==> src/rtl/mem_access_pkg.sv <==
// Shared types for the memory stage: write-back record, ALU op, FSM states and byte-lane helpers.
package mem_access_pkg;

  typedef logic [31:0] reg_data_t;
  typedef logic [31:0] ram_addr_t;
  typedef logic [4:0]  reg_addr_t;

  typedef struct packed {
    logic      en;
    reg_addr_t addr;
    reg_data_t data;
  } reg_t;

  typedef enum logic [7:0] {
    NOP_OP = 8'h00,
    ADD_OP = 8'h01,
    SUB_OP = 8'h02,
    AND_OP = 8'h03,
    OR_OP  = 8'h04,
    LB_OP  = 8'h10,
    LW_OP  = 8'h11,
    SB_OP  = 8'h12,
    SW_OP  = 8'h13
  } alu_op_t;

  typedef struct packed {
    alu_op_t op;
  } alu_t;

  typedef enum logic [1:0] {
    IDLE,
    ACCESS,
    DONE
  } mem_state_t;

  typedef logic [3:0] byte_sel_t;

  localparam byte_sel_t SEL_WORD = 4'b1111;
  localparam byte_sel_t SEL_NONE = 4'b0000;

  function automatic logic is_mem_op(alu_op_t op);
    return op inside {LB_OP, LW_OP, SB_OP, SW_OP};
  endfunction

  function automatic logic is_store_op(alu_op_t op);
    return op inside {SB_OP, SW_OP};
  endfunction

endpackage

==> src/rtl/mem_lane_align.sv <==
// Big-endian byte-lane steering for loads/stores: byte enables, store replication,
// load sign extension and word-alignment check.
module mem_lane_align
  import mem_access_pkg::*;
(
  input  alu_op_t   op_i,
  input  logic [1:0] addr_lo_i,
  input  reg_data_t storedata_i,
  input  reg_data_t rdata_i,
  output byte_sel_t sel_o,
  output reg_data_t wdata_o,
  output reg_data_t load_o,
  output logic      misalign_o
);

  byte_sel_t  byte_sel;
  logic [7:0] lane_byte;

  always_comb begin
    byte_sel  = SEL_NONE;
    lane_byte = '0;
    case (addr_lo_i)
      2'b00: begin byte_sel = 4'b1000; lane_byte = rdata_i[31:24]; end
      2'b01: begin byte_sel = 4'b0100; lane_byte = rdata_i[23:16]; end
      2'b10: begin byte_sel = 4'b0010; lane_byte = rdata_i[15:8];  end
      default: begin byte_sel = 4'b0001; lane_byte = rdata_i[7:0]; end
    endcase
  end

  always_comb begin
    sel_o      = SEL_NONE;
    wdata_o    = '0;
    load_o     = '0;
    misalign_o = 1'b0;
    case (op_i)
      LB_OP: begin
        sel_o  = byte_sel;
        load_o = {{24{lane_byte[7]}}, lane_byte};
      end
      SB_OP: begin
        sel_o   = byte_sel;
        wdata_o = {4{storedata_i[7:0]}};
      end
      LW_OP: begin
        sel_o      = SEL_WORD;
        load_o     = rdata_i;
        misalign_o = |addr_lo_i;
      end
      SW_OP: begin
        sel_o      = SEL_WORD;
        wdata_o    = storedata_i;
        misalign_o = |addr_lo_i;
      end
      default: ;
    endcase
  end

endmodule

==> src/rtl/mem_access.sv <==
// Memory pipeline stage: runs LB/LW/SB/SW over a req/ack RAM port with timeout,
// stalling the pipeline; all other ops pass straight through to WB.
module mem_access
  import mem_access_pkg::*;
#(
  parameter int unsigned TIMEOUT_CYCLES = 16,
  parameter int unsigned CNT_W          = 5
) (
  input  logic      clk,
  input  logic      rst,
  input  reg_t      mem_wreg_i,
  input  alu_t      mem_alu_i,
  input  ram_addr_t mem_ramaddr_i,
  input  reg_data_t mem_storedata_i,
  output reg_t      mem_wreg_o,
  output logic      mem_stallreq,
  output logic      mem_buserr_o,
  output logic      ram_req,
  output logic      ram_we,
  output ram_addr_t ram_addr,
  output byte_sel_t ram_sel,
  output reg_data_t ram_wdata,
  input  reg_data_t ram_rdata,
  input  logic      ram_ack
);

  mem_state_t       state_q, state_d;
  logic [CNT_W-1:0] cnt_q, cnt_d;
  logic             req_q, req_d;
  logic             we_q, we_d;
  byte_sel_t        sel_q, sel_d;
  ram_addr_t        addr_q, addr_d;
  reg_data_t        wdata_q, wdata_d;
  reg_data_t        rdata_q, rdata_d;
  logic             err_q, err_d;

  byte_sel_t lane_sel;
  reg_data_t lane_wdata;
  reg_data_t lane_load;
  logic      lane_misalign;
  logic      is_mem;
  logic      is_store;

  assign is_mem   = is_mem_op(mem_alu_i.op);
  assign is_store = is_store_op(mem_alu_i.op);

  // Load data is extracted from the captured word, relying on op/addr being held while stalled.
  mem_lane_align u_lane_align (
    .op_i        (mem_alu_i.op),
    .addr_lo_i   (mem_ramaddr_i[1:0]),
    .storedata_i (mem_storedata_i),
    .rdata_i     (rdata_q),
    .sel_o       (lane_sel),
    .wdata_o     (lane_wdata),
    .load_o      (lane_load),
    .misalign_o  (lane_misalign)
  );

  always_ff @(posedge clk or negedge rst) begin
    if (!rst) begin
      state_q <= IDLE;
      cnt_q   <= '0;
      req_q   <= 1'b0;
      we_q    <= 1'b0;
      sel_q   <= SEL_NONE;
      addr_q  <= '0;
      wdata_q <= '0;
      rdata_q <= '0;
      err_q   <= 1'b0;
    end else begin
      state_q <= state_d;
      cnt_q   <= cnt_d;
      req_q   <= req_d;
      we_q    <= we_d;
      sel_q   <= sel_d;
      addr_q  <= addr_d;
      wdata_q <= wdata_d;
      rdata_q <= rdata_d;
      err_q   <= err_d;
    end
  end

  always_comb begin
    state_d      = state_q;
    cnt_d        = cnt_q;
    req_d        = req_q;
    we_d         = we_q;
    sel_d        = sel_q;
    addr_d       = addr_q;
    wdata_d      = wdata_q;
    rdata_d      = rdata_q;
    err_d        = err_q;
    mem_wreg_o   = mem_wreg_i;
    mem_stallreq = 1'b0;
    mem_buserr_o = 1'b0;

    case (state_q)
      IDLE: begin
        if (is_mem) begin
          mem_wreg_o.en = 1'b0;
          if (lane_misalign) begin
            mem_buserr_o = 1'b1;
          end else begin
            mem_stallreq = 1'b1;
            state_d      = ACCESS;
            req_d        = 1'b1;
            we_d         = is_store;
            sel_d        = lane_sel;
            addr_d       = {mem_ramaddr_i[31:2], 2'b00};
            wdata_d      = lane_wdata;
            cnt_d        = '0;
            err_d        = 1'b0;
          end
        end
      end
      ACCESS: begin
        mem_stallreq  = 1'b1;
        mem_wreg_o.en = 1'b0;
        if (ram_ack) begin
          req_d   = 1'b0;
          state_d = DONE;
          if (!we_q) rdata_d = ram_rdata;
        end else if (cnt_q == CNT_W'(TIMEOUT_CYCLES - 1)) begin
          req_d   = 1'b0;
          err_d   = 1'b1;
          state_d = DONE;
        end else begin
          cnt_d = cnt_q + CNT_W'(1);
        end
      end
      DONE: begin
        state_d = IDLE;
        if (err_q) begin
          mem_wreg_o.en = 1'b0;
          mem_buserr_o  = 1'b1;
        end else if (is_store) begin
          mem_wreg_o.en = 1'b0;
        end else begin
          mem_wreg_o.data = lane_load;
        end
      end
      default: state_d = IDLE;
    endcase

    if (!rst) begin
      mem_wreg_o   = '0;
      mem_stallreq = 1'b0;
      mem_buserr_o = 1'b0;
    end
  end

  assign ram_req   = req_q;
  assign ram_we    = we_q;
  assign ram_addr  = addr_q;
  assign ram_sel   = sel_q;
  assign ram_wdata = wdata_q;

endmodule
==> config.mk <==
export PLATFORM = sky130hd
export DESIGN_NAME = mem_access
export DESIGN_NICKNAME = d
export VERILOG_FILES = /design/src/rtl/mem_access_pkg.sv /design/src/rtl/mem_lane_align.sv /design/src/rtl/mem_access.sv
export SDC_FILE = /design/constraint.sdc
export NUM_CORES = 1
export LEC_CHECK = 0
export BUFFER_PORTS_ARGS = -buffer_cell sky130_fd_sc_hd__buf_2
export CORE_MARGIN = 2
export CORE_UTILIZATION = 47
export CTS_CLUSTER_DIAMETER = 60
export DETAILED_ROUTE_END_ITERATION = 10
export PLACE_DENSITY = 0.9
export SYNTH_ARGS = -nofsm -noshare
export SYNTH_HDL_FRONTEND = slang
export SYNTH_SLANG_ARGS = --single-unit
export TNS_END_PERCENT = 30
==> constraint.sdc <==
create_clock -name clk -period 2.4 [get_ports clk]
set_clock_uncertainty 0.1 [all_clocks]
set_input_delay 0.36 -clock clk [delete_from_list [all_inputs] [get_ports clk]]
set_output_delay 0.36 -clock clk [all_outputs]
set_load 0.005 [all_outputs]
==> results of run 1 <==
-- cell families after synthesis --
group                      after synthesis  synth area share
AOI/OAI and AO/OA                      112             0.149
adders and majority gates                2           0.00468
buffers and inverters                   45            0.0358
DFF                                    108             0.505
muxes                                   78             0.163
other                                    1          0.000701
and+or+nand+nor                        167             0.141
-- Yosys cell counts --
library cell / number / area share
sky130_fd_sc_hd__a211oi_1: 51 / 0.072
sky130_fd_sc_hd__a211oi_2: 1 / 0.0023
sky130_fd_sc_hd__a21o_1: 24 / 0.034
sky130_fd_sc_hd__a21oi_1: 7 / 0.0065
sky130_fd_sc_hd__a22o_1: 1 / 0.0016
sky130_fd_sc_hd__a31oi_2: 1 / 0.0023
sky130_fd_sc_hd__a41oi_2: 1 / 0.0030
sky130_fd_sc_hd__and2_1: 6 / 0.0070
sky130_fd_sc_hd__and3_1: 1 / 0.0012
sky130_fd_sc_hd__and4_1: 1 / 0.0016
sky130_fd_sc_hd__buf_1: 1 / 0.00070
sky130_fd_sc_hd__buf_2: 12 / 0.011
sky130_fd_sc_hd__buf_4: 2 / 0.0028
sky130_fd_sc_hd__clkbuf_1: 25 / 0.018
sky130_fd_sc_hd__conb_1: 1 / 0.00070
sky130_fd_sc_hd__dfrtp_1: 108 / 0.51
sky130_fd_sc_hd__ha_1: 2 / 0.0047
sky130_fd_sc_hd__inv_1: 5 / 0.0035
sky130_fd_sc_hd__mux2_1: 2 / 0.0042
sky130_fd_sc_hd__mux2_2: 61 / 0.13
sky130_fd_sc_hd__mux2i_1: 14 / 0.026
sky130_fd_sc_hd__mux4_2: 1 / 0.0042
sky130_fd_sc_hd__nand2_1: 90 / 0.063
sky130_fd_sc_hd__nand2b_1: 4 / 0.0047
sky130_fd_sc_hd__nand3_1: 10 / 0.0094
sky130_fd_sc_hd__nand3b_1: 7 / 0.0098
sky130_fd_sc_hd__nand4_1: 1 / 0.0012
sky130_fd_sc_hd__nand4b_1: 1 / 0.0016
sky130_fd_sc_hd__nor2_1: 37 / 0.026
sky130_fd_sc_hd__nor3_1: 2 / 0.0019
sky130_fd_sc_hd__nor3b_1: 2 / 0.0028
sky130_fd_sc_hd__nor4b_4: 1 / 0.0044
sky130_fd_sc_hd__nor4bb_1: 1 / 0.0019
sky130_fd_sc_hd__o211ai_1: 3 / 0.0042
sky130_fd_sc_hd__o21a_1: 1 / 0.0014
sky130_fd_sc_hd__o21ai_0: 17 / 0.016
sky130_fd_sc_hd__o21ai_1: 2 / 0.0019
sky130_fd_sc_hd__o22a_1: 1 / 0.0016
sky130_fd_sc_hd__o41ai_1: 2 / 0.0033
sky130_fd_sc_hd__or3b_1: 1 / 0.0016
sky130_fd_sc_hd__or4_1: 2 / 0.0028
-- power breakdown --
| group | switching [uW] | total [uW] | internal [uW] |
|---|---|---|---|
| sequential | 162 | 2200 | 2040 |
| clock | 683 | 1420 | 742 |
| combinational | 380 | 823 | 442 |
-- flip-flops by register name (all words and copies together), names as in the netlist --
name	flops
ram_wdata	32
rdata_q	32
ram_addr	30
cnt_q	5
ram_sel	4
state_q	2
err_q	1
ram_req	1
ram_we	1
-- through the flow --
step / power, uW / setup slack, ps
2_1_floorplan: 2580 / 187
3_3_place_gp: 2980 / 188
3_5_place_dp: 3020 / 118
4_1_cts: 4460 / -90.1
5_1_grt: 4650 / -322
6_report: 4450 / -238
-- worst register-to-register path, stage by stage, from the launching register on --
cell and delay [ps]:
sky130_fd_sc_hd__dfrtp_1 420, sky130_fd_sc_hd__ha_1 220, sky130_fd_sc_hd__and3_1 180, sky130_fd_sc_hd__ha_1 200, sky130_fd_sc_hd__nor3b_1 260, sky130_fd_sc_hd__a41oi_2 130, sky130_fd_sc_hd__nor2_1 210, sky130_fd_sc_hd__mux2_2 350
-- layer usage --
metal	track usage	vias to the layer above
met5	0	-
met4	0.103	4
met3	0.0580	54
met2	0.413	275
met1	0.319	2405
li1	-	2336
-- layout make-up --
| cell class | instances | area share |
|---|---|---|
| Antenna cell | 1 | 0.000340 |
| Clock buffer | 10 | 0.0325 |
| Clock inverter | 6 | 0.00647 |
| Inverter | 5 | 0.00255 |
| Multi-Input combinational cell | 361 | 0.347 |
| Sequential cell | 108 | 0.368 |
| Tap cell | 140 | 0.0238 |
| Timing Repair Buffer | 281 | 0.219 |
-- what timing repair did --
item	CTS	global route
setup buffers	0	1
gates resized for setup	10	18
endpoints found under the setup margin	32	33
hold buffers	1	0
cloned	0	3
endpoints found under the hold margin	8	0
pin swaps	0	21
-- worst paths after layout --
path,slack [ps],start,endpoint
setup / recovery,-240,err_q,mem_wreg_o[21]
hold / removal,140,ram_rdata[9],rdata_q[9]
setup reg to reg,220,cnt_q[0],cnt_q[0]
hold reg to reg,370,ram_wdata[6],ram_wdata[6]
max in group asynchronous,720,rst,ram_addr[24]
min in group asynchronous,310,rst,rdata_q[16]
==> summary.md, run 1 <==
Broken down by cell family, the worst path's largest delay share belongs to buffers and inverters. The run gives 0.487 as the effective utilization at floorplan. The height of the die is 111 um. The class of the worst hold path was in2reg. The run gives 913 as the count of nets after finishing. For the worst path setup slack after routing, the log shows -238 ps. Each instance of the synthesized netlist takes up on average 10.4 um^2.

The number of inserted filler cells in the final layout was 836; the synthesized netlist cell count was 513. For the count of endpoints failing hold in the final timing report, the log shows 0. The overall overflow remaining after global route came out at 0.

The worst-skew pair later-pin latency was 350 ps; the path length in cells of the critical path was 7. Leaving out filler cells and counting taps, the final layout contains 912. For this design the ratio of total power to cell area is 605 nW/um^2. The final reports fail on negative setup slack.

The number of global-route vias before repair is 4969, and the layout overhead on the synthesized area is 37.4%. Depth of the worst hold-timing path: 2. The period utilization came out at 1.10. The run finished, with violations left. The largest net degree at the start of global routing is 61, and the peak fanout along the critical path is 8.

The congestion estimate from routability-driven global placement came to 0.866. After routing the design area is 7350 um^2. The number of clock buffers added by TritonCTS is 9. The startpoint class of the critical path is a flip-flop. The worst register-to-register path has a depth of 7. Multi-input gate area in the final layout: 2550 um^2.

The startpoint-to-endpoint class of the critical path was reg2out. For the routed length on met1, the log shows 6330 um. The number of antenna violations at the first check in global routing is 3, and the final-report max-slew violation count is 0.

The library cell used most frequently in the layout, excluding fill and tap cells, is sky130_fd_sc_hd__buf_2. Setup violations remaining at the end of the flow were counted as 32. The run gives 0 as the antenna violation net count after detailed routing. The routed length on met3 was 1240 um. The total of flip-flops plus latches after synthesis is 108.

TritonCTS built the clock tree. The count of TritonRoute iterations in the first routing pass is 5, and the maximum count of clock buffers along a single path is 2. In this run the static leakage power is 0.00398 uW. For the part of the Yosys area used for sequential elements, the log shows 0.505.

In this run the standard cell core region covers 11000 um^2. STA classifies the critical path endpoint as an output pin. The routed design could run at a clock period as short as 2640 ps.

The number of max-cap violations came out at 0. The signal on the critical path passes through or3b_4 -> a31oi_4 -> buf_12 -> clkbuf_16 -> nor2_1 -> a211oi_1 -> buf_2. The summed negative setup slack over all endpoints is -3050 ps.

CTS saw 108 sinks. The delay of the slowest cell on the worst path was 440 ps; the required time of the critical path was 1940 ps. Detailed routing inserted a total of 5074 vias. Clock edge transition at the registers on the reported setup and hold paths: 80 ps. Total buffers and inverters traversed by the critical path: 3.

Timing would allow up to 0.379 GHz. The logs give 16000 um for the total detailed-routing wirelength and 11800 um for the final HPWL from detailed placement. The master cell of the clock root buffer was sky130_fd_sc_hd__clkbuf_16. After detailed routing, the average wire length per cell comes to 17.6 um.

The worst voltage drop across the vdd grid was 0.000568 V. In this run the cell area measured after placement is 6870 um^2. The wire length of the first global-routing pass came out at 24700 um. The tools report the number of cells in the design after placement as 890. The largest individual stage delay along the critical path comes from the cell sky130_fd_sc_hd__or3b_4.

The uppermost layer routed is met5. The utilization after layout came out at 0.669. After detailed routing, the number of remaining DRC violations is 0.

Setup repair after global routing could not meet its margin everywhere. The logs give 2180 ps for the endpoint arrival time on the critical path and 448 for the initial detailed-routing violation count. The share of final-layout standard cells stronger than drive strength 1 came out at 0.495. The average via count per standard cell came out at 5.56. The total standard cell area after synthesis is 5350 um^2, and the total die area is 12300 um^2. The global-route usage over all layers is 0.250, and the number of levels in the clock H-tree is 3.

The tools report the worst max-slew margin expressed relative to the limit as 0.565. Hold timing on the final database bottoms out at a slack of 142 ps. In this run the horizontal extent of the chip is 111 um. The library cells used most frequently in the layout, excluding fill and tap cells, are 251 x sky130_fd_sc_hd__buf_2, 108 x sky130_fd_sc_hd__dfrtp_1, 90 x sky130_fd_sc_hd__nand2_1, 61 x sky130_fd_sc_hd__mux2_2, 41 x sky130_fd_sc_hd__a211oi_1. For the flip-flop and latch area, the log shows 2700 um^2.

The transition time at the pin with the least slew margin was 653 ps; the site row count was 38. In this run, distinct cell masters in the synthesized netlist total 41. The run gives 0 as the number of warnings reported in the yosys synthesis log.

In the detailed route, the total length drawn on met2 is 7870 um. In this run the count of I/O pins placed on the die edge is 255. Port buffering added 252 buffers.
Note: power is estimated with default switching activity, not from simulation.
==> inputs of run 2 (changes only) <==
--- a/config.mk
+++ b/config.mk
@@ -14,4 +14,3 @@
 export SYNTH_ARGS = -nofsm -noshare
 export SYNTH_HDL_FRONTEND = slang
 export SYNTH_SLANG_ARGS = --single-unit
-export TNS_END_PERCENT = 30
==> run 2 against run 1 <==
The flow still finishes with violations (negative setup slack). Maximum frequency grew 2.9%. Cell count grew 0.11%. Via count down 0.51%. Count of clock-buffer cells in the layout unchanged. Core utilization grew 0.24 points. Flip-flop and latch count stayed put. Sequential share of layout area is 0.13 points lower. Combinational power is 0.7% higher. Clock power hardly changed. Highest routed layer unchanged. Critical path depth unchanged.
==> summary.md, run 2 (synthesized netlist as in run 1, its figures left out) <==
Across all layers, the routed design uses 5048 vias. In the final design database the tool counted 914 nets. Power spread over the standard cell area amounts to 604 nW/um^2.

Leaving out fill and tap cells, the most frequent cell in the layout is sky130_fd_sc_hd__buf_2. The number of port buffers came out at 252. Together, buffers and inverters on the worst path number 3.

Setup repair after global routing could not meet its margin everywhere. TritonCTS built the clock tree. The tools report the global routing met3 resource utilization as 0.0580. STA classifies the critical path endpoint as an output pin. The utilization after layout was 0.672; the largest net degree at the start of global routing was 61.

The checks that failed: negative setup slack. The final-report max-slew violation count is 0. The final setup violation count was 32; the number of levels in the clock H-tree was 3. The number of global-route vias before repair is 4969, and the effective utilization at floorplan is 0.487. The total detailed-routing wirelength came out at 16200 um.

For the final non-filler cell area, the log shows 7380 um^2. The master cell of the clock root buffer is sky130_fd_sc_hd__clkbuf_16. The flow ran to the end, but the final reports show violations. The run gives 0.00399 uW as the static power due to leakage. The worst max-slew margin expressed relative to the limit is 0.563, and the height of the die is 111 um. The number of max-cap violations came out at 0.

The global routing usage on met1 was 0.319; the worst voltage drop across the vdd grid was 0.000571 V. For the timing-limited maximum frequency, the log shows 0.390 GHz. The peak fanout along the critical path works out to 8. For the worst path setup slack after routing, the log shows -164 ps. Source of the critical timing path: err_q. Overall overflow remaining after global route: 0. The startpoint class of the critical path was a flip-flop. The share of final-layout standard cells stronger than drive strength 1 works out to 0.499.

In the routed design, unresolved DRC markers number 0. The number of standard cells in the final layout excluding fillers was 913; the count of boundary I/O pins was 255. The total die area came out at 12300 um^2.

The family with the most delay on the worst path was buffers and inverters. The critical path goes through or3b_4 -> a31oi_4 -> buf_12 -> clkbuf_16 -> nor2_2 -> a211oi_1 -> buf_2. After floorplanning, the core was sized to cover 11000 um^2. The run gives 5 as the count of TritonRoute iterations in the first routing pass. In this run the critical register-to-register path is launched from cnt_q[0].

Startpoint-to-endpoint class of the critical path: reg2out. STA puts the critical path data required time at 1940 ps. For the pin with the worst max-slew slack, the measured transition is 655 ps. For the number of sinks on the clock net, the log shows 108.

Data arrives at the worst endpoint at 2100 ps. The run gives 6870 um^2 as the placement-stage cell area. In the final routed layout, each cell accounts on average for 17.8 um. Counting tap cells, the placed design contains a total of 890 instances. The class of the worst hold path is in2reg. The period utilization was 1.07. In this run, CTS created clock tree buffers numbering 9. The x dimension of the die works out to 111 um.

The summed negative setup slack over all endpoints was -2760 ps; the maximum count of clock buffers along a single path was 2. For this run, the slowest stage of the critical path takes 440 ps. For the multi-input gate area in the final layout, the log shows 2560 um^2. For the number of antenna violations at the first check in global routing, the log shows 3.

The congestion estimate from routability-driven global placement came to 0.866. The routed design could run at a clock period as short as 2560 ps. Flip-flop and latch area: 2700 um^2. The largest individual stage delay along the critical path comes from the cell sky130_fd_sc_hd__or3b_4. After detailed routing, the number of vias per cell comes to 5.53. Counting the fill cells in the layout gives 833. Row generation in the floorplan step produced 38 rows. The tools report the initial detailed-routing violation count as 521. For the count of endpoints failing hold in the final timing report, the log shows 0. The busiest layer in global routing was met2. Relative to the synthesized area, the layout overhead comes to 37.9%. The clock edge transition at the registers on the reported setup and hold paths is 70 ps.

The routing usage on met2 was 0.412; the wire length of the first global-routing pass was 24700 um. Clock latency on the worst-skew pair, taken at its later pin, is 350 ps. The tools report the final HPWL from detailed placement as 11800 um. In this run the most critical hold path is launched from ram_rdata[9]. Leaving out fill and tap cells, the most frequent cells in the layout are 251 x sky130_fd_sc_hd__buf_2, 108 x sky130_fd_sc_hd__dfrtp_1, 90 x sky130_fd_sc_hd__nand2_1, 61 x sky130_fd_sc_hd__mux2_2, 41 x sky130_fd_sc_hd__a211oi_1. The logs give 0 for the antenna violation net count after detailed routing and 0.250 for the global-route usage over all layers.
[run 2: worst register-to-register path: stages, from the launching register on]
cell and delay (ps):
sky130_fd_sc_hd__dfrtp_1 430, sky130_fd_sc_hd__ha_1 220, sky130_fd_sc_hd__and3_1 190, sky130_fd_sc_hd__ha_1 210, sky130_fd_sc_hd__nor3b_1 260, sky130_fd_sc_hd__a41oi_2 130, sky130_fd_sc_hd__nor2_1 210, sky130_fd_sc_hd__mux2_2 350
[run 2: repair_timing]
| action | in CTS | in global routing |
|---|---|---|
| setup endpoints to repair | 32 | 33 |
| hold buffers | 1 | 0 |
| buffers inserted | 0 | 1 |
| pin swaps | 0 | 21 |
| gates resized for setup | 9 | 19 |
| hold endpoints to repair | 8 | 0 |
| gates cloned | 0 | 4 |
[run 2: metal layers]
layer / routed length [um] / share of wire
met1: 6260 / 0.39
met2: 8050 / 0.50
met3: 1360 / 0.084
met4: 531 / 0.033
met5: 23 / 0.0014
[run 2: where the power goes]
part	leakage, uW	total, uW	switching, uW	internal (uW)
registers	0.00143	2200	161	2040
clock network	0.000139	1430	683	742
logic	0.00242	829	383	446
total	0.00399	4460	1230	3230
[run 2: through the flow]
step | total power [uW] | hold WS, ps | setup WS [ps]
finish | 4460 | 143 | -164
global route | 4660 | 129 | -220
CTS | 4460 | 130 | -90.1
detailed placement | 3020 | 119 | 118
global placement | 2980 | 111 | 188
floorplan | 2580 | -35.6 | 187
[run 2: cell type report]
class | count | area share
antenna | 1 | 0.000339
clock buffer | 10 | 0.0324
clock inverter | 6 | 0.00645
inverter | 5 | 0.00254
multi-input combinational | 361 | 0.347
sequential | 108 | 0.366
tap | 140 | 0.0237
timing repair buffer | 282 | 0.222
[run 2: final timing paths]
| path | end | slack, ps | depth (start not counted) |
|---|---|---|---|
| worst max-delay path | mem_wreg_o[21] | -160 | 7 |
| worst min-delay path | rdata_q[9] | 140 | 2 |
| worst max register to register | cnt_q[0] | 200 | 7 |
| worst min register to register | ram_wdata[6] | 370 | 2 |
| max in group asynchronous | ram_addr[27] | 770 | 4 |
| min in group asynchronous | rdata_q[8] | 330 | 2 |
